File: config.mk
export PLATFORM = sky130hd
export DESIGN_NAME = sar_search_track
export DESIGN_NICKNAME = d
export VERILOG_FILES = /design/src/rtl/sar_pkg.sv /design/src/rtl/sar_track_filter.sv /design/src/rtl/sar_search_track.sv
export SDC_FILE = /design/constraint.sdc
export NUM_CORES = 1
export LEC_CHECK = 0
export ABC_AREA = 1
export BUFFER_PORTS_ARGS = -buffer_cell sky130_fd_sc_hd__buf_4
export CAP_MARGIN = 0
export CORE_MARGIN = 2
export CORE_UTILIZATION = 35
export DETAILED_ROUTE_END_ITERATION = 6
export SYNTH_ARGS = -nofsm -noshare
export SYNTH_HDL_FRONTEND = slang
export SYNTH_HIERARCHICAL = 1
export SYNTH_SLANG_ARGS = --single-unit
File: constraint.sdc
create_clock -name clk -period 2.8 [get_ports clk]
set_clock_uncertainty 0.1 [all_clocks]
set_input_delay 0.28 -clock clk [delete_from_list [all_inputs] [get_ports clk]]
set_output_delay 0.28 -clock clk [all_outputs]
set_load 0.01 [all_outputs]
File: src/rtl/sar_pkg.sv
// sar_pkg: shared state encoding and sizing helpers for the SAR search/track controller
package sar_pkg;
  typedef enum logic [1:0] {IDLE, SEARCH, TRACK} state_t;
  localparam int FILT_W_DEFAULT = 3;
  function automatic int filt_w(int tf);
    return $clog2(tf) + 1;
  endfunction
  function automatic logic [15:0] midscale(int n);
    return 16'(1) << (n - 1);
  endfunction
endpackage

File: src/rtl/sar_track_filter.sv
// sar_track_filter: signed run-length filter emitting one step pulse per TRACK_FILT same-direction comparisons
module sar_track_filter
  import sar_pkg::*;
#(
  parameter int TRACK_FILT = 4
) (
  input  logic clk,
  input  logic rst_n,
  input  logic comp,
  input  logic en,
  input  logic clr,
  output logic step_up,
  output logic step_dn
);
  localparam int FW = filt_w(TRACK_FILT);
  logic signed [FW-1:0] cnt;
  int nxt;
  // next run length: a direction reversal restarts the run at +/-1
  always_comb begin
    nxt = comp ? (cnt < 0 ? 1 : int'(cnt) + 1) : (cnt > 0 ? -1 : int'(cnt) - 1);
    step_up = en && !clr && nxt == TRACK_FILT;
    step_dn = en && !clr && nxt == -TRACK_FILT;
  end
  // run register, emptied on every step and whenever tracking is not active
  always_ff @(negedge clk or negedge rst_n)
    if (!rst_n) cnt <= '0;
    else if (!en || clr || step_up || step_dn) cnt <= '0;
    else cnt <= FW'(nxt);
endmodule

File: src/rtl/sar_search_track.sv
// sar_search_track: binary-search delay-code controller with filtered +/-1 tracking and relock
module sar_search_track
  import sar_pkg::*;
#(
  parameter int N_BITS      = 10,
  parameter int TRACK_FILT  = 4,
  parameter int AUTO_RELOCK = 1
) (
  input  logic                      clk,
  input  logic                      rst_n,
  input  logic                      start,
  input  logic                      track_en,
  input  logic                      comp,
  output logic [N_BITS-1:0]         code,
  output logic [$clog2(N_BITS)-1:0] bit_idx,
  output logic                      busy,
  output logic                      done,
  output logic                      locked
);
  localparam int IW = $clog2(N_BITS);
  localparam logic [N_BITS-1:0] MID = N_BITS'(midscale(N_BITS));
  localparam logic [IW-1:0] TOP = IW'(N_BITS - 1);
  state_t state, state_n;
  logic [N_BITS-1:0] code_n;
  logic [IW-1:0] idx_n;
  logic busy_n, done_n, locked_n, step_up, step_dn, sat;
  sar_track_filter #(.TRACK_FILT(TRACK_FILT)) u_filt (
    .clk    (clk),
    .rst_n  (rst_n),
    .comp   (comp),
    .en     (state == TRACK),
    .clr    (start || !track_en),
    .step_up(step_up),
    .step_dn(step_dn)
  );
  // next code/handshake; start and relock both restart from midscale
  always_comb begin
    state_n  = state;
    code_n   = code;
    idx_n    = bit_idx;
    busy_n   = busy;
    done_n   = 1'b0;
    locked_n = locked;
    sat      = (step_up && &code) || (step_dn && ~|code);
    if (start || (state == TRACK && track_en && sat && AUTO_RELOCK != 0)) begin
      state_n  = SEARCH;
      code_n   = MID;
      idx_n    = TOP;
      busy_n   = 1'b1;
      locked_n = 1'b0;
    end else if (state == SEARCH) begin
      code_n[bit_idx] = comp;
      if (bit_idx != '0) begin
        code_n[bit_idx-1'b1] = 1'b1;
        idx_n = bit_idx - 1'b1;
      end else begin
        done_n   = 1'b1;
        locked_n = 1'b1;
        busy_n   = 1'b0;
        state_n  = track_en ? TRACK : IDLE;
      end
    end else if (state == TRACK) begin
      if (!track_en) state_n = IDLE;
      else if (sat) begin
        state_n  = IDLE;
        locked_n = 1'b0;
      end else if (step_up) code_n = code + 1'b1;
      else if (step_dn) code_n = code - 1'b1;
    end
  end
  // all registered outputs update on the falling edge
  always_ff @(negedge clk or negedge rst_n)
    if (!rst_n) begin
      state   <= IDLE;
      code    <= MID;
      bit_idx <= TOP;
      busy    <= 1'b0;
      done    <= 1'b0;
      locked  <= 1'b0;
    end else begin
      state   <= state_n;
      code    <= code_n;
      bit_idx <= idx_n;
      busy    <= busy_n;
      done    <= done_n;
      locked  <= locked_n;
    end
endmodule

==> flow_metrics.tcl <==
set metrics [dict create \
    clkPwrFrac_pct 7.6 \
    p_int_mw 1.58 \
    synth_fp_nets 383 \
    reg2reg_to "code[8]" \
    io_pins 22 \
    synth-edff-count 0 \
    final_cell_mix "nand2_1 (84), buf_4 (67), inv_1 (51)" \
    dieArea_um2 6930 \
    setup_slack_ns -0.783 \
    drc 0 \
    avgSynthCellArea_um2 6.10 \
    power_frac_seq_pct 16.1 \
    dpl_cell_area_um2 2850 \
    port_buffers 21 \
    syn_inst 360 \
    setup.worst_path.end "code[2]" \
    coreArea_um2 5990 \
    dpl.hpwl_um 5210 \
    yosysSeqAreaShare_pct 25.2 \
    cts_sinks 22 \
    p_sw_share_pct 49.9 \
    clockBufferDepth 2 \
    startpoint "comp" \
    power.leakage_nw 1.79 \
    hp-start "busy" \
    gp_congestion 0.903 \
    worst_pin_slew_ns 0.594 \
    synth.distinct_cells 26 \
    drt_iter0_drc 125 \
    grt_pass1_wl_um 11700 \
    power.total_mw 3.14 \
    fin_area_um2 3450 \
    die_y_um 83.2 \
    critPathArrivalTime_ns 2.22 \
    path_class "in -> reg" \
    num_rows 28 \
    fin_cells 521 \
    cts_made_buffers 3 \
    pwr-share-comb_pct 76.2 \
    dp_cells 493 \
    final-setup-viol-count 18 \
    vias_per_cell 4.86 \
    violations "negative setup slack" \
    path_clk_slew_ns 0.06 \
    hold_viol 0 \
    syn_area_um2 2200 \
    critPathRequiredTime_ns 1.44 \
    firstDrtPassIters 5 \
    ys_async_sr_fraction_pct 100 \
    wl_um 7170 \
    grtUsageTotal_pct 20.5 \
    worstSkewPairLatency_ns 0.33 \
    grt_pass1_vias 2455 \
    antennaDiodeCount 0 \
    worstRegToRegCells 22 \
    initial_core_util_pct 36.7 \
    cellPowerDensity_nw_per_um2 912 \
    overflow 0 \
    holdWs_ns 0.327 \
    maxSlewHeadroom_pct 60.3 \
    dr_total_vias 2531 \
    status "finished, violations left" \
    nNetsFinal 470 \
    path_max_fanout 6 \
    worst_r2r_startpoint "u_filt/cnt[0]" \
    r2r_setup_slack_ns -0.25 \
    finalCoreUtilization_pct 57.5 \
    cts_tree "yes" \
    synthFlopType "dfrtn_1" \
    worst_setup_path_end_kind "flip-flop" \
    htreeDepth 1 \
    switchingPower_mw 1.57 \
    hold_path.class "reg -> reg" \
    yosys_warnings 6 \
    yosys_register_bits 22 \
    clockRootBuffer "clkbuf_8" \
    antenna_found_initial 0 \
    die_width_um 83.2 \
    setup.worst_path.start_class "primary input" \
    maxCapViolations 0 \
    slew_viol_final 0 \
    area_delta_synth_final_pct 56.9 \
    ir_worst_vdd_v 0.000659 \
    layout_commonest_cell "nand2_1" \
    grt_max_degree 23 \
    drtAntennaViolNets 0 \
    wl_per_cell_um 13.8 \
    rsz0062_at_grt "true" \
    drive_gt1_share_pct 39.0 \
]
worst min path at each step:
| stage | to | slack, ns | cells after the start |
|---|---|---|---|
| CTS | busy | 0.32 | 2 |
| floorplan | state[1] | 0.31 | 2 |
| detailed placement | busy | 0.32 | 2 |
| finish | busy | 0.33 | 2 |
| global route | state[1] | 0.36 | 2 |
| global placement | busy | 0.33 | 2 |
routing by layer:
| layer | vias to the layer above | part of all wire (%) | track usage, % |
|---|---|---|---|
| met4 | 0 | 0.14 | 2.24 |
| met3 | 3 | 3.6 | 2.78 |
| met5 | - | 0 | 0 |
| li1 | 1306 | - | - |
| met1 | 1177 | 47 | 28.1 |
| met2 | 45 | 49 | 35.3 |
registers in the layout, indices dropped and copies added, names as in the netlist:
register    flops
locked          1
busy            1
u_filt/cnt      3
bit_idx         4
state           2
code           10
done            1
cell type report:
type	count	area (um^2)
fillers	602	2540
flip-flops and latches	22	554
clock inverters	3	11.3
clock buffers	4	45.0
inverters	57	239
repair inverters	1	8.76
multi-input cells	277	1780
well taps	75	93.8
repair buffers	82	714
worst max-delay path, cell delays in order:
cell	delay [ns]
buf_12	0.12
clkinv_8	0.05
nand2_4	0.05
nand2_4	0.06
nand2_4	0.05
nor2_4	0.09
nand2_2	0.07
nor2_4	0.16
buf_6	0.11
buf_6	0.08
buf_6	0.08
buf_6	0.09
nand2_4	0.04
nor2_4	0.12
nand3_4	0.11
nand2_2	0.09
nand2_2	0.06
nand3_2	0.10
nand2_4	0.12
buf_12	0.16
nand2_2	0.04
o21ai_1	0.06
power groups by stage:
stage,Clock [mW],Combinational (mW),Sequential [mW]
after floorplan,0.00891,1.21,0.629
after global placement,0.00891,2.00,0.535
after detailed placement,0.00891,2.02,0.533
after CTS,0.246,2.26,0.511
after global routing,0.255,2.66,0.522
final,0.239,2.40,0.507
synth_stat cells, types with 3 or more instances:
library cell	instances	share of area, %
a21oi_1	13	3.0
o21ai_1	6	1.4
nand4_1	5	1.4
dfstp_2	3	3.6
dfrtn_1	19	22
inv_1	57	9.7
nand3_1	42	9.6
nor2_2	3	0.85
nand2_1	116	20
o21ai_0	22	5.0
ha_1	17	9.7
nor2_1	35	6.0
nand2_2	6	1.7
metrics by stage:
stage / setup WS (ns) / TNS (ns)
2_1_floorplan: -0.677 / -7.93
3_3_place_gp: -0.949 / -14.37
3_5_place_dp: -0.995 / -15.16
4_1_cts: -0.655 / -9.42
5_1_grt: -0.923 / -14.69
6_report: -0.783 / -12.53
cell families (layout without fill, tap and decap cells):
group | after synthesis | after routing | synth area share, %
AOI/OAI and AO/OA | 43 | 43 | 10.2
xor gates and xnor gates | 3 | 3 | 1.20
adders and majority gates | 18 | 18 | 10.6
buffers and inverters | 61 | 147 | 11.1
DFF | 22 | 22 | 25.2
and+or+nand+nor | 213 | 213 | 41.7
timing repair:
item	4_1_cts	5_1_grt
resized for setup	47	52
gates cloned	2	0
hold buffers	0	0
pin swaps	19	24
buffers inserted	16	11
setup endpoints to repair	20	19
Power figures use the tool's default switching activity.
